$ cat config.mk
export PLATFORM = sky130hd
export DESIGN_NAME = regfile_wb_ctrl
export DESIGN_NICKNAME = d
export VERILOG_FILES = /design/src/rtl/regfile_pkg.sv /design/src/rtl/regfile_wb_ctrl_rr_arb2.sv /design/src/rtl/regfile_wb_ctrl.sv
export SDC_FILE = /design/constraint.sdc
export NUM_CORES = 1
export LEC_CHECK = 0
export ABC_AREA = 1
export BUFFER_PORTS_ARGS = -buffer_cell sky130_fd_sc_hd__buf_2
export CORE_AREA = 2 2 117 119
export CTS_CLUSTER_SIZE = 20
export DETAILED_ROUTE_END_ITERATION = 8
export DIE_AREA = 0 0 119 121
export HOLD_SLACK_MARGIN = 0.03
export MAX_ROUTING_LAYER = met4
export PLACE_DENSITY = 0.76
export SYNTH_ARGS = -nofsm -noshare
export SYNTH_HDL_FRONTEND = slang
export SYNTH_HIERARCHICAL = 1
export SYNTH_SLANG_ARGS = --single-unit
$ cat constraint.sdc
create_clock -name clk -period 1.9 [get_ports clk]
set_input_delay 0.095 -clock clk [delete_from_list [all_inputs] [get_ports clk]]
set_output_delay 0.095 -clock clk [all_outputs]
set_load 0.03 [all_outputs]
$ cat src/rtl/regfile_pkg.sv
// Shared widths, register-index type and mask helper for the register-file writeback block.
// Pure definitions: no latency, no flow control.
package regfile_pkg;

    localparam int DATA_W = 64;
    localparam int ADDR_W = 5;
    localparam int NREG   = 32;

    typedef logic [ADDR_W-1:0] reg_idx_t;
    typedef logic [NREG-1:0]   reg_vec_t;

    localparam reg_idx_t ZERO_REG = reg_idx_t'(31);

    // One-hot mask of a register; the hard-wired zero register never gets a bit.
    function automatic reg_vec_t reg_mask(input reg_idx_t idx);
        reg_vec_t m;
        m = '0;
        if (idx != ZERO_REG) begin
            m[idx] = 1'b1;
        end
        return m;
    endfunction

endpackage

$ cat src/rtl/regfile_wb_ctrl_rr_arb2.sv
// Two-way round-robin arbiter; grant is combinational from req and last_grant.
// Grant is forced low during reset so no transfer is accepted then.
module rr_arb2
    import regfile_pkg::*;
(
    input  logic       clk,
    input  logic       reset,
    input  logic [1:0] req,
    output logic [1:0] gnt
);

    logic       r_last_grant;
    logic [1:0] w_gnt;

    always_comb begin
        w_gnt = 2'b00;
        if (!reset) begin
            // Requester 0 wins unless requester 1 is also waiting and 0 was served last.
            if (req[0] && (!req[1] || r_last_grant)) begin
                w_gnt[0] = 1'b1;
            end else if (req[1]) begin
                w_gnt[1] = 1'b1;
            end
        end
    end

    always_ff @(posedge clk) begin
        if (reset) begin
            r_last_grant <= 1'b1;
        end else if (w_gnt[0]) begin
            r_last_grant <= 1'b0;
        end else if (w_gnt[1]) begin
            r_last_grant <= 1'b1;
        end
    end

    assign gnt = w_gnt;

endmodule

$ cat src/rtl/regfile_wb_ctrl.sv
// Arbitrates two writeback requesters onto one regfile write port (1-cycle output register),
// tracks pending writes per register and raises read hazards / decode stall; no backpressure from regfile.
module regfile_wb_ctrl
    import regfile_pkg::*;
(
    input  logic              clk,
    input  logic              reset,

    input  logic              wb_valid0,
    input  logic [ADDR_W-1:0] wb_reg0,
    input  logic [DATA_W-1:0] wb_data0,
    output logic              wb_ready0,

    input  logic              wb_valid1,
    input  logic [ADDR_W-1:0] wb_reg1,
    input  logic [DATA_W-1:0] wb_data1,
    output logic              wb_ready1,

    output logic              RegWrite,
    output logic [ADDR_W-1:0] WriteRegister,
    output logic [DATA_W-1:0] WriteData,

    input  logic              rsv_en,
    input  logic [ADDR_W-1:0] rsv_reg,
    input  logic [ADDR_W-1:0] ReadRegister1,
    input  logic [ADDR_W-1:0] ReadRegister2,
    input  logic              use1,
    input  logic              use2,
    output logic              hazard1,
    output logic              hazard2,
    output logic              stall,
    output logic [NREG-1:0]   busy
);

    logic [1:0]        w_gnt;
    logic              w_fire;
    reg_idx_t          w_sel_reg;
    logic [DATA_W-1:0] w_sel_data;

    logic              r_reg_write;
    reg_idx_t          r_write_reg;
    logic [DATA_W-1:0] r_write_data;

    reg_vec_t          r_busy;
    reg_vec_t          w_busy_set;
    reg_vec_t          w_busy_clr;
    reg_vec_t          w_busy_nxt;

    logic              w_haz1;
    logic              w_haz2;
    logic              w_waw;
    logic              w_stall;
    logic              w_rsv_accept;

    rr_arb2 u_arb (
        .clk   (clk),
        .reset (reset),
        .req   ({wb_valid1, wb_valid0}),
        .gnt   (w_gnt)
    );

    assign w_fire     = w_gnt[0] | w_gnt[1];
    assign w_sel_reg  = w_gnt[1] ? wb_reg1  : wb_reg0;
    assign w_sel_data = w_gnt[1] ? wb_data1 : wb_data0;

    always_ff @(posedge clk) begin
        if (reset) begin
            r_reg_write  <= 1'b0;
            r_write_reg  <= '0;
            r_write_data <= '0;
        end else if (w_fire) begin
            // Zero-register writes are accepted upstream but never reach the regfile.
            r_reg_write  <= (w_sel_reg != ZERO_REG);
            r_write_reg  <= w_sel_reg;
            r_write_data <= w_sel_data;
        end else begin
            r_reg_write  <= 1'b0;
        end
    end

    // A source is stale if a write is pending upstream or sits in the output register.
    always_comb begin
        w_haz1 = 1'b0;
        w_haz2 = 1'b0;
        w_waw  = 1'b0;
        if (!reset) begin
            w_haz1 = use1 && (ReadRegister1 != ZERO_REG) &&
                     (r_busy[ReadRegister1] || (r_reg_write && (r_write_reg == ReadRegister1)));
            w_haz2 = use2 && (ReadRegister2 != ZERO_REG) &&
                     (r_busy[ReadRegister2] || (r_reg_write && (r_write_reg == ReadRegister2)));
            w_waw  = rsv_en && (rsv_reg != ZERO_REG) && r_busy[rsv_reg];
        end
    end

    assign w_stall      = w_haz1 | w_haz2 | w_waw;
    assign w_rsv_accept = rsv_en && (rsv_reg != ZERO_REG) && !w_stall;

    // Set is applied after clear so a same-edge reservation of the written register survives.
    always_comb begin
        w_busy_set = w_rsv_accept ? reg_mask(rsv_reg)   : '0;
        w_busy_clr = w_fire       ? reg_mask(w_sel_reg) : '0;
        w_busy_nxt = (r_busy & ~w_busy_clr) | w_busy_set;
    end

    always_ff @(posedge clk) begin
        if (reset) begin
            r_busy <= '0;
        end else begin
            r_busy <= w_busy_nxt;
        end
    end

    assign wb_ready0     = w_gnt[0];
    assign wb_ready1     = w_gnt[1];
    assign RegWrite      = r_reg_write;
    assign WriteRegister = r_write_reg;
    assign WriteData     = r_write_data;
    assign hazard1       = w_haz1;
    assign hazard2       = w_haz2;
    assign stall         = w_stall;
    assign busy          = r_busy;

endmodule

==> flow_metrics.tcl <==
set metrics [dict create \
    gp_congestion 1.018 \
    fin_crit_ns 1.929 \
    cts_tree "done" \
    cp_top_family "simple AND/OR/NAND/NOR gates" \
    rrSetupSlack_ns 0 \
    syn_inst 998 \
    worstPathRequired_ns 1.80 \
    switching_share_pct 33.34 \
    max_cap_viol_count 0 \
    r2r_end "busy[0]" \
    status "finished, violations left" \
    start_kind "register" \
    holdPathStages 5 \
    syn2layout_area_growth_pct 42.15 \
    skew_ns 0.01044 \
    port_buffers 266 \
    firstDrtPassIters 5 \
    die_h_um 121 \
    powerDensity_nw_per_um2 658.1 \
    synth_top_cells_by_area "dfxtp_1 33%, nand2_1 18%, nand3_1 14%, inv_1 7.5%, a21oi_1 4.1%" \
    r2r-start "busy[6]" \
    rows 42 \
    synth_top_family_by_area "simple AND/OR/NAND/NOR gates" \
    p_sw_w 0.001926 \
    core_area_um2 13090 \
    synthMuxAreaShare_pct 0 \
    grt_pass1_wl_um 38920 \
    cts_buffer_depth 2 \
    setup_viol 3 \
    syn_area_per_cell_um2 6.187 \
    ys_seq_area_share_pct 33.39 \
    period_share_pct 101.5 \
    yosys_register_bits 103 \
    worstPathMaxFanout 3 \
    seq_power_share_pct 40.5 \
    placed_cells 1418 \
    synth-adder-area-share_pct 0 \
    synth_top_area_share_pct 33.39 \
    synth_largest_area_cell "dfxtp_1" \
    violations "negative setup slack" \
    slew_violations 0 \
    cts_max_level 3 \
    vdd_ir_drop_max_uv 574.3 \
    critPathKind "register to output pin" \
    power_frac_clock_pct 33.0 \
    synth_compound_area_share_pct 11.31 \
    grt_pass1_vias 7610 \
    fill_cells 1138 \
    hold_class "input port to register" \
    cpPeakStageDelay_ns 0.34 \
    slowest_stage "dfxtp_2" \
    p_int_w 0.003850 \
    r2r_cells 13 \
    worst_slack_ns -0.02868 \
    drt_iter0_drc 891 \
    gr-usage-all-layers_pct 34.91 \
    rsz0062_at_grt "true" \
    crit_buf_inv 3 \
    grt_max_degree 66 \
    p_leak_nw 4.672 \
    netlist_area_um2 6175 \
    overflow 0 \
    synth_cell_type_count 36 \
    final_cells 1489 \
    synth-xor-area-share_pct 0.1418 \
    clkLatencyLatePin_ns 0.36 \
    antenna_found_initial 1 \
    die_area_um2 14400 \
    start_util_pct 47.19 \
    drive_gt1_share_pct 31.63 \
    yosys_warnings 6 \
    path_clk_slew_ns 0.08 \
    timing.fmax_ghz 0.5185 \
    end_kind "output pin" \
    path_cells "buf_6 > o211ai_2 > nand3_1 > nand3_1 > nand2_1 > nand2_2 > nand3_4 > a21oi_4 > buf_12 > nand2_4 > buf_6" \
    total_power_w 0.005776 \
    hold_violations 0 \
    cts.sinks 103 \
    dp_hpwl_um 17240 \
    yosys.area_share.simple_pct 41.56 \
    avgViaCountPerCell 5.449 \
    syn_nets 1158 \
    wire_per_inst_um 16.91 \
    drc 0 \
    hp-start "wb_data1[35]" \
    hold_end "WriteData[35]" \
    slew_headroom_pct 41.20 \
    io_pins 267 \
    nets 1468 \
    finalWirelength_um 25180 \
    cts_buffers 9 \
    die_x_um 119 \
    fin_util_pct 67.08 \
    worstMarginPinSlew_ns 0.8780 \
    ant_nets 0 \
    crit_arrival_ns 1.83 \
    cts_root_buf "clkbuf_16" \
    combPwrFrac_pct 26.5 \
    num_vias 8113 \
]
cells in the final DEF (no fill, tap or decap), drive strengths merged, types with 2 or more instances in the layout:
| cell | Yosys | layout |
|---|---|---|
| a211oi | 3 | 3 |
| o21ai | 52 | 52 |
| o22ai | 3 | 3 |
| dlygate4sd3 | 0 | 43 |
| a21boi | 2 | 2 |
| nor2 | 57 | 57 |
| dfxtp | 103 | 103 |
| a31oi | 5 | 5 |
| nor3 | 12 | 12 |
| or2 | 3 | 3 |
| o211ai | 7 | 7 |
| clkinv | 0 | 2 |
| nand2 | 295 | 296 |
| clkinvlp | 0 | 2 |
| a21oi | 53 | 53 |
| clkbuf | 35 | 9 |
| buf | 25 | 315 |
| nand4 | 37 | 37 |
| inv | 129 | 130 |
| nand3 | 175 | 175 |
logic make-up after synthesis:
kind of cell           count (synthesis)
buffers and inverters                189
AND/OR/NAND/NOR                      579
flip-flops                           103
XOR/XNOR                               1
AO/OA/AOI/OAI                        126
sequential cells by signal (all words and copies together), names as in the netlist:
signal              count
WriteData              64
busy                   32
WriteRegister           5
RegWrite                1
u_arb/r_last_grant      1
power by group through the flow:
stage,sequential [W],combinational (W),clock [W]
6_report,0.00234,0.00153,0.00191
5_1_grt,0.00235,0.00164,0.00201
2_1_floorplan,0.00260,0.000634,0
3_5_place_dp,0.00239,0.00134,0
3_3_place_gp,0.00239,0.00133,0
4_1_cts,0.00235,0.00147,0.00193
cell type report:
type | instances | area (µm²) | share of cell area (%)
tap | 176 | 220.2 | 2.509
antenna | 1 | 2.502 | 0.02851
clock inverter | 6 | 71.32 | 0.8125
multi-input combinational | 707 | 3391 | 38.63
inverter | 129 | 486.7 | 5.545
timing repair buffer | 358 | 2262 | 25.77
clock buffer | 9 | 225.2 | 2.566
sequential | 103 | 2118 | 24.13
worst max path at each step:
| stage | start | cells past startpoint | slack [ns] | endpoint |
|---|---|---|---|---|
| finish | busy[6] | 11 | -0.03 | stall |
| detailed placement | reset | 11 | 0.08 | busy[29] |
| CTS | busy[6] | 11 | -0.04 | stall |
| global placement | reset | 11 | 0.12 | busy[29] |
| floorplan | u_arb/r_last_grant | 9 | 0.02 | busy[20] |
| global route | wb_valid1 | 11 | -0.13 | busy[28] |
layer usage:
| metal | wire length [µm] | GRT usage, % |
|---|---|---|
| met5 | 0 | - |
| met3 | 2428 | 7.895 |
| met1 | 9471 | 40.69 |
| met2 | 12040 | 57.44 |
| met4 | 1239 | 16.22 |
metrics by stage:
| stage | setup TNS (ns) | setup WS (ns) | hold slack, ns | cell area, µm² |
|---|---|---|---|---|
| floorplan | 0 | 0.02413 | 0.2109 | 6186 |
| global placement | 0 | 0.1170 | 0.3473 | 7746 |
| detailed placement | 0 | 0.08279 | 0.3537 | 7746 |
| CTS | -0.09736 | -0.03563 | 0.03034 | 8658 |
| global route | -2.096 | -0.1317 | 0.05253 | 8777 |
| finish | -0.07143 | -0.02868 | 0.03483 | 8777 |
worst register-to-register path: stages, from the launching register on:
cell      delay (ns)
dfxtp_2         0.34
buf_6           0.12
o211ai_2        0.13
nand3_1         0.08
nand3_1         0.07
nand2_1         0.07
nand2_2         0.08
nand3_4         0.11
a21oi_4         0.18
buf_4           0.14
buf_6           0.11
buf_16          0.14
nand4_1         0.10
a21oi_1         0.15
cell usage after synthesis, drive strengths merged:
master  instances
o211ai          7
nand2         295
nand4          37
a21boi          2
inv           129
a31oi           5
dfxtp         103
a21oi          53
clkbuf         35
buf            25
nor2           57
a221oi          1
xnor2           1
a211oi          3
o22ai           3
or2             3
nor3           12
nand3         175
o21ai          52
repair_timing:
action	in CTS	in global routing
pin swaps	7	15
hold buffers	43	0
setup buffers	7	3
gates resized for setup	34	51
cloned	2	0
setup endpoints to repair	3	38
hold endpoints to repair	40	0
No activity file was read; power rests on OpenSTA's default activity.
